$ cat src/rtl/cpu_pkg.sv
// Shared definitions for the Minisys-style fetch path: FSM encoding,
// reset PC default, instruction field positions and the control bundle.
package cpu_pkg;

  typedef enum logic [1:0] {
    IDLE  = 2'd0,
    FETCH = 2'd1,
    ISSUE = 2'd2
  } fetch_state_e;

  localparam logic [31:0] RESET_PC_DEFAULT = 32'h0000_0000;

  // Jump-target field of j/jal instructions.
  localparam int JTGT_MSB = 25;
  localparam int JTGT_LSB = 0;

  // Jump/branch controls sampled in the retire cycle.
  typedef struct packed {
    logic branch;
    logic nbranch;
    logic jmp;
    logic jal;
    logic jrn;
  } ctrl_t;

endpackage

$ cat src/rtl/next_pc_sel.sv
// Combinational next-PC priority mux: jr > j/jal > taken branch > pc+4.
// Also flags a jr target that is not word aligned.
module next_pc_sel
  import cpu_pkg::*;
(
  input  logic [31:0] i_pc_plus_4,
  input  logic [25:0] i_jump_target,
  input  logic [29:0] i_branch_target,
  input  logic [31:0] i_read_data_1,
  input  logic        i_zero,
  input  ctrl_t       i_ctrl,
  output logic [31:0] o_next_pc,
  output logic        o_misaligned
);

  logic w_branch_taken;

  assign w_branch_taken = (i_ctrl.branch & i_zero) | (i_ctrl.nbranch & ~i_zero);

  // Priority selection of the next program counter.
  always_comb begin
    // NOTE: every output gets a default before the if-chain so no path leaves
    // it unassigned, which would otherwise infer a latch.
    o_next_pc    = i_pc_plus_4;
    o_misaligned = 1'b0;
    if (i_ctrl.jrn) begin
      o_next_pc    = {i_read_data_1[31:2], 2'b00};
      o_misaligned = |i_read_data_1[1:0];
    end else if (i_ctrl.jmp | i_ctrl.jal) begin
      o_next_pc = {i_pc_plus_4[31:28], i_jump_target, 2'b00};
    end else if (w_branch_taken) begin
      o_next_pc = {i_branch_target, 2'b00};
    end
  end

endmodule

$ cat src/rtl/ifetch_seq.sv
// Sequential instruction-fetch unit: holds the PC, fetches one word per
// instruction over a req/ack handshake, and issues it until retired.
module ifetch_seq
  import cpu_pkg::*;
#(
  parameter logic [31:0] RESET_PC = RESET_PC_DEFAULT,
  parameter int          IMEM_AW  = 14
) (
  input  logic               clock,
  input  logic               reset,
  input  logic [31:0]        add_result,
  input  logic               zero,
  input  logic [31:0]        read_data_1,
  input  logic               branch,
  input  logic               nbranch,
  input  logic               jmp,
  input  logic               jal,
  input  logic               jrn,
  input  logic               stall,
  output logic               imem_req,
  output logic [IMEM_AW-1:0] imem_addr,
  input  logic               imem_ack,
  input  logic [31:0]        imem_rdata,
  output logic [31:0]        instruction,
  output logic               instr_valid,
  output logic [31:0]        pc_plus_4,
  output logic [31:0]        link_addr,
  output logic               misaligned
);

  fetch_state_e r_state;
  fetch_state_e w_state_nxt;

  logic [31:0] r_pc;
  logic [31:0] r_instruction;
  logic        r_instr_valid;
  logic [31:0] r_link_addr;
  logic        r_misaligned;

  logic        w_imem_req;
  logic        w_retire;
  logic        w_take_ack;
  logic [31:0] w_pc_plus_4;
  logic [31:0] w_next_pc;
  logic        w_next_misaligned;
  ctrl_t       w_ctrl;
  logic        w_unused_add_result;

  // Branch target arrives as a word address; its top two bits fall off the
  // 32-bit byte address.
  assign w_unused_add_result = &{1'b0, add_result[31:30]};

  assign w_ctrl      = '{branch: branch, nbranch: nbranch, jmp: jmp, jal: jal, jrn: jrn};
  assign w_pc_plus_4 = r_pc + 32'd4;
  assign w_retire    = (r_state == ISSUE) && !stall;
  assign w_take_ack  = (r_state == FETCH) && imem_ack;

  next_pc_sel u_next_pc_sel (
    .i_pc_plus_4     (w_pc_plus_4),
    .i_jump_target   (r_instruction[JTGT_MSB:JTGT_LSB]),
    .i_branch_target (add_result[29:0]),
    .i_read_data_1   (read_data_1),
    .i_zero          (zero),
    .i_ctrl          (w_ctrl),
    .o_next_pc       (w_next_pc),
    .o_misaligned    (w_next_misaligned)
  );

  // Next-state and request decode; IDLE always yields one request-free cycle.
  always_comb begin
    w_state_nxt = r_state;
    w_imem_req  = 1'b0;
    case (r_state)
      IDLE:    w_state_nxt = FETCH;
      FETCH: begin
        w_imem_req = 1'b1;
        if (imem_ack) w_state_nxt = ISSUE;
      end
      ISSUE:   if (!stall) w_state_nxt = FETCH;
      default: w_state_nxt = IDLE;
    endcase
  end

  // State register; reset abandons any outstanding request.
  always_ff @(posedge clock) begin
    // NOTE: reset is synchronous here, so it only appears inside the clocked
    // block and never in the sensitivity list.
    if (reset) r_state <= IDLE;
    else       r_state <= w_state_nxt;
  end

  // PC, issued instruction, link register and misalignment pulse.
  always_ff @(posedge clock) begin
    // NOTE: sequential state uses non-blocking assignments so every register
    // sees pre-edge values, regardless of statement order.
    if (reset) begin
      r_pc          <= RESET_PC;
      r_instruction <= 32'h0;
      r_instr_valid <= 1'b0;
      r_link_addr   <= 32'h0;
      r_misaligned  <= 1'b0;
    end else begin
      r_misaligned <= w_retire && w_next_misaligned;
      if (w_take_ack) begin
        r_instruction <= imem_rdata;
        r_instr_valid <= 1'b1;
      end
      if (w_retire) begin
        r_pc          <= w_next_pc;
        r_instr_valid <= 1'b0;
        // jr outranks jal, so a jal that loses to jr leaves the link alone.
        if (jal && !jrn) r_link_addr <= w_pc_plus_4;
      end
    end
  end

  assign imem_req    = w_imem_req;
  assign imem_addr   = r_pc[IMEM_AW+1:2];
  assign instruction = r_instruction;
  assign instr_valid = r_instr_valid;
  assign pc_plus_4   = w_pc_plus_4;
  assign link_addr   = r_link_addr;
  assign misaligned  = r_misaligned;

endmodule

$ cat config.mk
export PLATFORM = sky130hd
export DESIGN_NAME = ifetch_seq
export DESIGN_NICKNAME = d
export VERILOG_FILES = /design/src/rtl/cpu_pkg.sv /design/src/rtl/next_pc_sel.sv /design/src/rtl/ifetch_seq.sv
export SDC_FILE = /design/constraint.sdc
export NUM_CORES = 1
export LEC_CHECK = 0
export CAP_MARGIN = 20
export CORE_UTILIZATION = 39
export CTS_CLUSTER_DIAMETER = 40
export DETAILED_ROUTE_END_ITERATION = 8
export HOLD_SLACK_MARGIN = 0.03
export PLACE_DENSITY_LB_ADDON = 0.25
export SLEW_MARGIN = 20
export SYNTH_ARGS = -nofsm -noshare
export SYNTH_HDL_FRONTEND = slang
export SYNTH_SLANG_ARGS = --single-unit
$ cat constraint.sdc
create_clock -name clock -period 2.26 [get_ports clock]
set_clock_uncertainty 0.2 [all_clocks]
set_input_delay 0.226 -clock clock [delete_from_list [all_inputs] [get_ports clock]]
set_output_delay 0.226 -clock clock [all_outputs]
set_load 0.01 [all_outputs]
==> metrics, run 1 <==
status=complete, but fails checks; failing checks=setup timing; first-pass GRT wire length=31,920 um; vias in the first global route=6,160; drt total wl=22,150 um; Critical Path Fanout Max=4; most common flop cell mapped by yosys=dfxtp_1; switch share=25.48%; slowest stage cell, crit path=or4_4; Die W=115.7 um; antenna-violating nets left=0; I/O pins=219; f_max=0.3683 GHz; Slew @ Worst Pin=0.6200 ns; clock latency on the worst-skew pair=0.35 ns; post-synthesis cell type count=60; DR WL/cell=18.96 um; 1st-iter DRT viols=496; Yosys top cell by area=dfxtp_1; CTS max path bufs=2; final worst slack=-0.4549 ns; critical path arrival=2.29 ns; Detailed Place HPWL=15,320 um; synth warn=0; Flop pwr share=41.9%; Detailed Routing Iterations Pass 1=6; die area=13,390 um2; vias per cell=5.493; reg2reg start=r_pc[9]$_SDFFE_PP0P_; CTS tree=done; placed cells=1,109; RSZ-0062 raised after global routing=yes; critical path type=flop to output pin; setup TNS=-6.535 ns; crit path cell chain=nand4_4 -> or4_4 -> buf_6 -> nor3_4 -> and4_4 -> xor2_2 -> buf_2; Critical Path Max Stage Delay=0.58 ns; maxcap violations=0; Syn-to-layout area delta=81.09%; Mapped Avg Cell Area=7.448 um2; All-Layer GR Usage=31.29%; die height=115.7 um; Final Hold Viols=0; Worst EP required=1.83 ns; initial antenna violation count=1; Crit Reg-Reg Endpoint=r_pc[25]$_SDFFE_PP0P_; PwrDens=465.4 nW/um2; Slew Limit Headroom=58.66%; Site Rows=41; Clock Power Share=40.5%; layout cells sized above 1=27.74%; worst setup path end=pc_plus_4[29]; post-synthesis sequential area ratio=38.11%; minimum clock period after layout=2.715 ns; setup slack, reg-to-reg=-0.32 ns; Post-synth EDFFs=0; TritonCTS Buffers=9; Final #Nets=1,097; Final Wtd Congestion=0.9044; Worst Reg2Reg Path Length in Cells=9; P_leak=3.878 nW; grt ovf=0; delay-heaviest family, CP=simple AND/OR/NAND/NOR gates; Worst-path clk slew=0.07 ns; CP endpoint kind=output pin; synthesized instance count=677; share of the synthesized area in the top cell type=38.11%; pre-CTS WS=-0.4047 ns; count leader, synth=nand2_1; path length in cells of the critical path=7; # DRC=0; fin crit share=120.1%; largest net degree at the start of global routing=49; Fillers=936; dominant cells by area after synthesis=dfxtp_1 38%, nand2_1 8.6%, a21oi_1 7.4%; Int Pwr=0.003167 W; maximum vdd drop=0.0004306 V; Switch Pwr=0.001083 W; Hold WC Path Type=input pin to flop; max-slew violations=0; Root Driver=clkbuf_16; Starting Density=39.96%; hold buffer count at CTS=0; port buffer count=212; top cells by count, synth=116 x nand2_1, 96 x dfxtp_1, 81 x nor2_1; Bufs and invs on worst path=2; CTS HTree Levels=3; Post-synth ARST share=0%; final count of negative-setup-slack endpoints=32; DR vias=6,416; post-synthesis register bit count=96; CP startpoint=r_pc[9]$_SDFFE_PP0P_; core area=12,620 um2; final hold slack=0.07372 ns; crit start category=flop; Netlist Area Pre-Place=5042 um2; TritonCTS Sinks=96; Logic pwr share=17.6%; Finished Layout Cells=1,168
==> logic make-up after synthesis <==
| group | Yosys count | synth area share (%) |
|---|---|---|
| buffers and inverters | 77 | 7.370 |
| AND/OR/NAND/NOR | 302 | 27.89 |
| flip-flops | 96 | 38.11 |
| XOR/XNOR | 28 | 4.863 |
| other | 1 | 0.07437 |
| AO/OA/AOI/OAI | 168 | 20.62 |
| multiplexers | 4 | 0.8189 |
| adder cells (fa/ha/maj) | 1 | 0.2481 |
==> cell usage in the layout, fill, tap and decap left out, drive strengths merged, types with 3 or more instances in the layout <==
master         count
conb               4
dlygate4sd2        4
nor3b              3
and2               3
and4               5
nand2b             4
a221oi             3
dfxtp             96
o22ai              3
a21oi             75
nand3             21
nand2            116
o2bb2ai            3
o21ai             29
and3              10
buf              173
a41o               3
o211ai             3
xnor2             17
a32o               4
mux2i              3
clkbuf            12
nor4               4
nor2              82
xor2              11
a211oi            16
nand4              8
inv               13
nor3              34
a31oi              5
or3                5
clkdlybuf4s50    182
o21a               8
==> what timing repair did <==
action                     4_1_cts  5_1_grt
pin swaps                       27       49
resized for setup              121       91
setup endpoints to repair       29       38
gates cloned                     0        0
setup buffers                   20       30
==> per-stage QoR <==
step	utilization [%]	power [W]	instance area (um2)
after floorplan	-	0.002084	5076
after global placement	63.06	0.002505	7958
after detailed placement	63.06	0.002517	7958
after CTS	67.81	0.004210	8557
after global routing	72.36	0.004376	9131
final	72.36	0.004250	9131
==> final cells by class <==
| class | instances | area (um2) | area share, % |
|---|---|---|---|
| Sequential cell | 96 | 1938 | 21.23 |
| Tap cell | 172 | 215.2 | 2.357 |
| Clock buffer | 11 | 254.0 | 2.782 |
| Antenna cell | 1 | 2.502 | 0.02740 |
| Inverter | 13 | 48.80 | 0.5344 |
| Clock inverter | 5 | 77.57 | 0.8495 |
| Timing Repair Buffer | 363 | 3313 | 36.28 |
| Multi-Input combinational cell | 507 | 3282 | 35.94 |
==> metal layers <==
metal,track usage [%],vias to the layer above,part of all wire (%)
met5,0,-,0
met4,14.87,0,4.0
met3,5.701,79,8.6
met2,51.86,381,47
met1,39.40,2980,40
li1,-,2976,-
==> state kept, by name, summed over array words and instances, names as in the netlist <==
signal       cells
link_addr       30
r_pc            30
r_state          2
instr_valid      1
misaligned       1
instruction     32
==> power by group through the flow <==
stage	Clock (W)	Combinational [W]	Sequential, W
floorplan	0	0.000257	0.00183
global placement	0	0.000694	0.00181
detailed placement	0	0.000703	0.00181
CTS	0.00172	0.000709	0.00178
global route	0.00180	0.000796	0.00178
finish	0.00172	0.000748	0.00178
==> worst min path at each step <==
stage	start	cells after the start	slack, ns	to
after floorplan	imem_rdata[26]	2	0.16	instruction[26]$_SDFFE_PP0P_
final	reset	2	0.07	instruction[24]$_SDFFE_PP0P_
after CTS	reset	2	0.07	instruction[25]$_SDFFE_PP0P_
after detailed placement	instruction[31]$_SDFFE_PP0P_	2	0.25	instruction[31]$_SDFFE_PP0P_
after global routing	reset	2	0.07	instruction[19]$_SDFFE_PP0P_
after global placement	link_addr[21]$_SDFFE_PP0P_	2	0.24	link_addr[21]$_SDFFE_PP0P_
No activity file was read; power rests on OpenSTA's default activity.
==> inputs of run 2 (changes only) <==
- CORE_UTILIZATION: 39 -> 40
- SYNTH_HIERARCHICAL: unset -> 1
==> metrics, run 2 <==
status=complete, but fails checks; failing checks=setup timing; 1st-iter DRT viols=708; Hold WC Path Type=input pin to flop; count leader, synth=nand2_1; critical path type=flop to output pin; P_leak=3.725 nW; vias per cell=5.468; maxcap violations=0; clock latency on the worst-skew pair=0.36 ns; antenna-violating nets left=0; f_max=0.3902 GHz; pre-CTS WS=-0.2544 ns; Starting Density=40.98%; TritonCTS Sinks=100; post-synthesis register bit count=100; layout cells sized above 1=30.47%; Netlist Area Pre-Place=5405 um2; Worst EP required=1.83 ns; Final #Nets=1,139; die area=13,980 um2; maximum vdd drop=0.0003490 V; hold buffer count at CTS=0; TritonCTS Buffers=9; commonest non-fill, non-tap cell in the layout=clkdlybuf4s50_1; top cells by count, synth=157 x nand2_1, 109 x a21oi_1, 100 x dfxtp_1; Die W=118.2 um; Yosys top cell by area=dfxtp_1; Critical Path Fanout Max=3; Mapped Avg Cell Area=7.334 um2; grt ovf=0; Syn-to-layout area delta=76.94%; PwrDens=426.5 nW/um2; I/O pins=219; DR vias=6,638; CP endpoint kind=output pin; RSZ-0062 raised after global routing=yes; core area=13,190 um2; Root Driver=clkbuf_16; Worst-path clk slew=0.07 ns; Post-Syn Nets=844; post-synthesis sequential area ratio=37.04%; vias in the first global route=5,928; final count of negative-setup-slack endpoints=37; M3 GR Usage=4.875%; Post-synth ARST share=0%; CTS max path bufs=2; port buffer count=216; Post-synth EDFFs=0; minimum clock period after layout=2.563 ns; CTS tree=done; fin crit share=113.4%; post-synthesis cell type count=47; dominant cells by area after synthesis=dfxtp_1 37%, nand2_1 11%, a21oi_1 10%; DR WL/cell=18.61 um; synth warn=6; Final Core Density=72.51%; global routing usage on met1=39.88%; GR Util met2=44.15%; busiest layer in global routing=met2; initial antenna violation count=1; crit start category=flop; drt total wl=22,600 um; first-pass GRT wire length=31,680 um; Slew @ Worst Pin=0.6766 ns; Final Hold Viols=0; most common flop cell mapped by yosys=dfxtp_1; Slew Limit Headroom=54.89%; most frequent cells in the layout=187 x clkdlybuf4s50_1, 146 x nand2_1, 124 x buf_4; # DRC=0; final worst slack=-0.3031 ns; Detailed Routing Iterations Pass 1=7; All-Layer GR Usage=28.76%; CTS HTree Levels=3; die height=118.2 um; largest net degree at the start of global routing=64; critical path arrival=2.14 ns; Detailed Place HPWL=14,140 um; Final Wtd Congestion=0.8933; synthesized instance count=737; share of the synthesized area in the top cell type=37.04%; max-slew violations=0; Site Rows=42
-- run 2: changes by cell type after synthesis, moves of 6 or more --
cell,change
and3_1,-6
nor3_1,-28
buf_2,+7
nand3_1,+40
a211oi_1,-9
a32oi_1,+26
xor2_1,-8
nor2_1,-45
nand4_1,+7
a21oi_1,+34
inv_1,+20
o21ai_0,-20
nand2_1,+41
-- run 2: logic make-up after synthesis --
kind of cell             count (synthesis)  share of synthesized area (%)
multiplexers                             2                         0.4629
XOR/XNOR                                19                          3.079
AND/OR/NAND/NOR                        325                          28.61
flip-flops                             100                          37.04
adder cells (fa/ha/maj)                  1                         0.2314
buffers and inverters                  111                          9.977
AO/OA/AOI/OAI                          179                          20.60
-- run 2: per-layer routing --
layer  wire [um]  vias to the layer above  share of wire, %
met4         906                        0               4.0
met2       10310                      356                46
li1            -                     3142                 -
met3        1856                       67               8.2
met1        9529                     3073                42
met5           0                        -                 0
-- run 2: timing repair --
action | in CTS | in global routing
gates cloned | 1 | 0
endpoints found under the setup margin | 39 | 45
setup buffers | 16 | 16
resized for setup | 169 | 94
pin swaps | 31 | 53
-- run 2: critical path: stages (launching register included) --
cell	delay, ns
dfxtp_1	0.36
nand4_1	0.21
buf_4	0.24
nor4_4	0.29
buf_4	0.18
a31oi_1	0.10
or2_4	0.26
buf_2	0.14
-- run 2: power by group --
group | internal, W | switching, W
Clock | 0.000756 | 0.000748
Sequential | 0.00181 | 0.0000363
Combinational | 0.000385 | 0.000348
Total | 0.00295 | 0.00113
-- run 2: per-stage QoR --
stage / std cells / hold slack (ns) / area (um2) / TNS [ns] / power, W
2_1_floorplan: 737 / 0.1620 / 5448 / 0 / 0.002171
3_3_place_gp: 1168 / 0.2420 / 8374 / -2.805 / 0.002554
3_5_place_dp: 1168 / 0.2485 / 8374 / -3.857 / 0.002558
4_1_cts: 1197 / 0.1597 / 9050 / -1.751 / 0.004036
5_1_grt: 1214 / 0.2090 / 9564 / -6.595 / 0.004226
6_report: 1214 / 0.1709 / 9564 / -4.463 / 0.004079
-- run 2: worst paths after layout --
check                                             startpoint  slack, ns                           end  depth (start not counted)
worst max-delay path                   r_pc[24]$_SDFFE_PP0P_      -0.30                 pc_plus_4[31]                          7
worst max register to register          r_pc[3]$_SDFFE_PP0P_      -0.21         r_pc[26]$_SDFFE_PP0P_                         13
worst min register to register  instruction[26]$_SDFFE_PP0P_       0.26  instruction[26]$_SDFFE_PP0P_                          2
worst min-delay path                                   reset       0.17         r_pc[24]$_SDFFE_PP0P_                          2
-- run 2: final cells by class --
cell class | instances | area [um2]
sequential | 100 | 2031
inverter | 33 | 123.9
antenna | 1 | 2.502
fill | 969 | 3626
clock buffer | 10 | 229.0
multi-input combinational | 526 | 3562
tap | 176 | 220.2
clock inverter | 6 | 48.80
timing repair buffer | 362 | 3347
